## src/rtl/ecc128_pkg.sv

```systemverilog
// Shared SEC-DED definitions for the 128-bit datapath (encoder and decoder128).
// Codeword: out_cw[136:1] = Hamming positions 136..1, out_cw[0] = overall parity.
package ecc128_pkg;

   localparam int DATA_W = 128;
   localparam int CW_W   = 137;
   localparam int CHK_W  = 8;

   typedef logic [CW_W-1:0]            cw_t;
   typedef logic [CHK_W-1:0][CW_W-1:0] chk_mask_t;

   function automatic logic is_pow2(input int p);
      return (p & (p - 1)) == 0;
   endfunction

   // Hamming position of data bit i: the i-th non-power-of-two position from 3 upward.
   function automatic int data_pos(input int i);
      int j;
      int pos;
      j   = 0;
      pos = 0;
      for (int p = 1; p < CW_W; p++) begin
         if (!is_pow2(p)) begin
            if (j == i) pos = p;
            j++;
         end
      end
      return pos;
   endfunction

   function automatic cw_t place_data(input logic [DATA_W-1:0] d);
      cw_t cw;
      int  j;
      cw = '0;
      j  = 0;
      for (int p = 1; p < CW_W; p++) begin
         if (!is_pow2(p)) begin
            cw[p] = d[j];
            j++;
         end
      end
      return cw;
   endfunction

   function automatic chk_mask_t build_chk_masks();
      chk_mask_t m;
      m = '0;
      for (int k = 0; k < CHK_W; k++)
         for (int p = 1; p < CW_W; p++)
            m[k][p] = p[k];
      return m;
   endfunction

   // Bit p of CHK_MASK[k] is set when Hamming position p has bit k set.
   localparam chk_mask_t CHK_MASK = build_chk_masks();

endpackage

```

## src/rtl/ecc128_chk_gen.sv

```systemverilog
// Combinational 128 -> 8 Hamming check-bit generator; the decoder reuses it for
// syndrome computation.
module ecc128_chk_gen
   import ecc128_pkg::*;
(
   input  logic [DATA_W-1:0] data,
   output logic [CHK_W-1:0]  chk
);

   cw_t placed;

   // NOTE: every always_comb output gets a default first so no latch is inferred.
   always_comb begin
      placed = place_data(data);
      chk    = '0;
      for (int k = 0; k < CHK_W; k++)
         chk[k] = ^(placed & CHK_MASK[k]);
   end

endmodule

```

## src/rtl/enc_pipe.sv

```systemverilog
// Two-stage pipelined SEC-DED encoder, 128 data bits -> 137-bit codeword, with
// valid/ready on both ports. ENC_ERR_INJECT_EN adds the inj_mask error-injection port.
module enc_pipe
   import ecc128_pkg::*;
(
   input  logic              clk,
   input  logic              rst,
   input  logic              in_valid,
   output logic              in_ready,
   input  logic [DATA_W-1:0] in_data,
`ifdef ENC_ERR_INJECT_EN
   input  logic [CW_W-1:0]   inj_mask,
`endif
   output logic              out_valid,
   input  logic              out_ready,
   output logic [CW_W-1:0]   out_cw,
   output logic [31:0]       word_cnt
);

   logic              s1_valid;
   logic [DATA_W-1:0] s1_data;
   logic [CHK_W-1:0]  s1_chk;
   logic [CHK_W-1:0]  chk_nxt;
   logic              s2_load;
   logic              accept;
   cw_t               enc_cw;
`ifdef ENC_ERR_INJECT_EN
   cw_t               s1_mask;
`endif

   ecc128_chk_gen u_chk_gen (
      .data (in_data),
      .chk  (chk_nxt)
   );

   // Each stage loads when empty or when its contents leave this cycle.
   assign s2_load  = s1_valid & (~out_valid | out_ready);
   assign in_ready = ~s1_valid | s2_load;
   assign accept   = in_valid & in_ready;

   always_comb begin
      enc_cw = place_data(s1_data);
      for (int k = 0; k < CHK_W; k++)
         enc_cw[1 << k] = s1_chk[k];
      enc_cw[0] = ^enc_cw[CW_W-1:1];
`ifdef ENC_ERR_INJECT_EN
      enc_cw = enc_cw ^ s1_mask;
`endif
   end

   // NOTE: state uses non-blocking assignments so every flop samples pre-edge values.
   always_ff @(posedge clk) begin
      if (rst) begin
         s1_valid  <= 1'b0;
         out_valid <= 1'b0;
         out_cw    <= '0;
         word_cnt  <= '0;
      end else begin
         if (in_ready)
            s1_valid <= in_valid;
         if (s2_load) begin
            out_valid <= 1'b1;
            out_cw    <= enc_cw;
         end else if (out_ready) begin
            out_valid <= 1'b0;
         end
         if (out_valid && out_ready && word_cnt != 32'hFFFF_FFFF)
            word_cnt <= word_cnt + 32'd1;
      end
   end

   // NOTE: S1 payload has no reset; it is only observed while s1_valid is set.
   always_ff @(posedge clk) begin
      if (accept) begin
         s1_data <= in_data;
         s1_chk  <= chk_nxt;
`ifdef ENC_ERR_INJECT_EN
         s1_mask <= inj_mask;
`endif
      end
   end

endmodule
```

## config.mk

```make
export PLATFORM = sky130hd
export DESIGN_NAME = enc_pipe
export DESIGN_NICKNAME = d
export VERILOG_FILES = /design/src/rtl/ecc128_pkg.sv /design/src/rtl/ecc128_chk_gen.sv /design/src/rtl/enc_pipe.sv
export SDC_FILE = /design/constraint.sdc
export NUM_CORES = 1
export LEC_CHECK = 0
export BUFFER_PORTS_ARGS = -buffer_cell sky130_fd_sc_hd__buf_4
export CAP_MARGIN = 25
export CORE_AREA = 8 8 230 166
export CTS_CLUSTER_SIZE = 16
export DETAILED_ROUTE_END_ITERATION = 8
export DIE_AREA = 0 0 238 174
export MAX_ROUTING_LAYER = met4
export PLACE_DENSITY = 0.68
export RECOVER_POWER = 100
export SETUP_SLACK_MARGIN = 0.02
export SYNTH_ARGS = -nofsm -noshare
export SYNTH_HDL_FRONTEND = slang
export SYNTH_SLANG_ARGS = --single-unit
```

## constraint.sdc

```tcl
create_clock -name clk -period 7.6 [get_ports clk]
set_clock_uncertainty 0.2 [all_clocks]
set_input_delay 0.38 -clock clk [delete_from_list [all_inputs] [get_ports clk]]
set_output_delay 0.38 -clock clk [all_outputs]
set_load 0.01 [all_outputs]
```

==> impl_metrics.toml <==
[detailed_routing]
drt_wl_total_um = 42700
drt_iter0_drc = 627
dr.pass1.iters = 4
routed_via_density = 4.72
route.detailed.drc = 0
vias = 10500
antenna_left = 0
routedWlPerCell_um = 19.3

[setup_path]
worstSetupEndpointType = "flip-flop"
crit_buf_inv = 2
arrival_ns = 4.86
critPathKind = "flip-flop to flip-flop"
max_stage_delay_ns = 2.66
crit_family = "simple AND/OR/NAND/NOR gates"
crit_fanout = 69
path_cells = "nor2b_1 -> nand2_1 -> and2_0 -> buf_4 -> buf_16"
worstPathRequired_ns = 7.56
cp_slowest_cell = "and2_0"
start_kind = "flip-flop"

[clock_tree]
h-tree-depth = 2
cts_setup_buffers = 0
root_buffer = "clkbuf_16"
clkSinkCount = 307
cts_buffers = 34
cts_tree = "yes"
clk_latency_ns = 0.52
cts_resized = 0
cts_buffer_depth = 3
cts.clk_slew.worst_paths_ns = 0.06
postCtsHoldBufs = 129

[synth]
synth_area_leaders = "edfxtp_1, dfxtp_1, xnor2_1"
yosysMostFrequentCell = "xnor2_1"
syn_area_um2 = 13600
synth.net_count = 1410
synth_warnings = 0
async_flop_share_pct = 0
synth_seq_area_share_pct = 55.2
synth_seq_cells = 307
synth_ff_type = "dfxtp_1"
synth.distinct_cells = 30
post_synth_most_frequent_cells = "xnor2_1, nand2_1, dfxtp_1"
yosysTopAreaCell = "edfxtp_1"
synth_top_area_share_pct = 30.0
syn_avg_cell_area_um2 = 10.7
syn_inst = 1277
synth_edf_count = 136

[global_routing]
grt_max_degree = 90
grt_pass1_vias = 10800
antenna_found_initial = 6
grt_overflow = 0
track_usage_pct = 20.6
grt_pass1_wl_um = 64100

[die]
coreArea_um2 = 35000
die_w_um = 238
dieArea_um2 = 41400
num_io_pins = 303
num_rows = 58
die_h_um = 174
start_util_pct = 38.9

[timing]
drv_slew = 124
fin_crit_ns = 4.90
rsz0062_at_grt = "no"
tns_ns = 0
hold_viol = 0
fin_crit_sh_pct = 64.4
whs_ns = 0.0490
setup_viol = 0
timing.fmax_ghz = 0.204
slew_headroom_pct = -149
tightest_slew_ns = 3.74

[placed_design]
dp.cells = 2017
place.gp.congestion = 0.830
post_dp_cell_area_um2 = 16400
io_buffers = 302
dp_hpwl_um = 31100

[power_and_ir_drop]
peakVddDrop_uv = 211
p_per_area_nw_per_um2 = 287
power_leakage_nw = 5.99
total_power_mw = 5.09

[final_layout]
stdcell_area_um2 = 17700
finalNonFillerCells = 2213
drive_above_1_share_pct = 4.46
synthToLayoutAreaGrowth_pct = 30.4
layout.nets = 1836

[job]
cap_viol_max_count = 3

[outcome]
violations = "max-capacitance violations, max-slew violations"
outcome = "finished, violations left"

[worst_hold_path]
hp-class = "input port to flip-flop"
[power by group]
| group | switching [mW] | internal, mW |
|---|---|---|
| clock network | 0.687 | 0.988 |
| logic | 0.709 | 0.762 |
| registers | 0.0694 | 1.88 |
| total | 1.47 | 3.63 |
[per-stage QoR]
stage / util (%) / setup slack, ns
finish: 50.7 / 2.70
global route: 50.7 / 2.30
CTS: 53.8 / 4.55
detailed placement: 46.9 / 4.55
global placement: 46.7 / 4.60
floorplan: - / 3.09
[area by class of cell]
cell class / count / area (um^2)
clock inverters: 18 / 183
flip-flops and latches: 307 / 7510
well taps: 480 / 601
fillers: 3368 / 17200
repair buffers: 439 / 2580
clock buffers: 42 / 942
diodes: 6 / 15.0
multi-input cells: 919 / 5900
inverters: 2 / 7.51
[layer usage]
metal  vias up  GRT usage [%]  share of wire, %
met5         -              -                 0
met4         0           4.60               1.8
met3        55           4.10               6.1
met2       328           32.1                46
met1      5035           27.7                46
li1       5038              -                 -
[placed cells by master (no fill, tap or decap), types with 3 or more instances in the layout]
cell	n
buf_4	6
dfxtp_1	171
clkbuf_4	7
or3_1	4
clkbuf_8	4
clkbuf_1	296
a21oi_1	141
buf_16	3
o21ai_0	3
nand3_1	10
diode_2	6
nor3_1	4
dlygate4sd3_1	129
nand2_1	291
nor2_1	37
xnor2_1	306
clkinvlp_4	3
nor2b_1	3
bufinv_16	3
clkinv_2	8
nand4_1	12
clkbuf_16	35
edfxtp_1	136
xor2_1	84
xnor3_1	7
[cells by family after synthesis]
kind of cell / after synthesis / share of synthesized area (%)
buffers and inverters: 51 / 1.41
XOR/XNOR: 401 / 27.0
flip-flops: 307 / 55.2
AO/OA/AOI/OAI: 146 / 5.40
adder cells (fa/ha/maj): 1 / 0.0919
AND/OR/NAND/NOR: 371 / 11.0
[path summary, 6_finish.rpt]
path                             startpoint           to  slack (ns)  cells past startpoint
worst max register to register    out_valid  s1_data[55]        2.70                      5
worst min-delay path              out_ready    out_valid        0.05                      4
worst min register to register  out_cw[136]  out_cw[136]        0.25                      2
worst max-delay path              out_valid  s1_data[55]        2.70                      5
[worst reg2reg max path: stages (launching register included)]
cell	delay, ns
dfxtp_1	0.32
nor2b_1	0.20
nand2_1	0.11
and2_0	2.66
buf_4	0.61
buf_16	0.33
[flip-flops by register name (all words and copies together), names as in the netlist]
signal	count
out_cw	137
s1_data	128
word_cnt	32
s1_chk	8
out_valid	1
s1_valid	1
No activity file was read; power rests on OpenSTA's default activity.
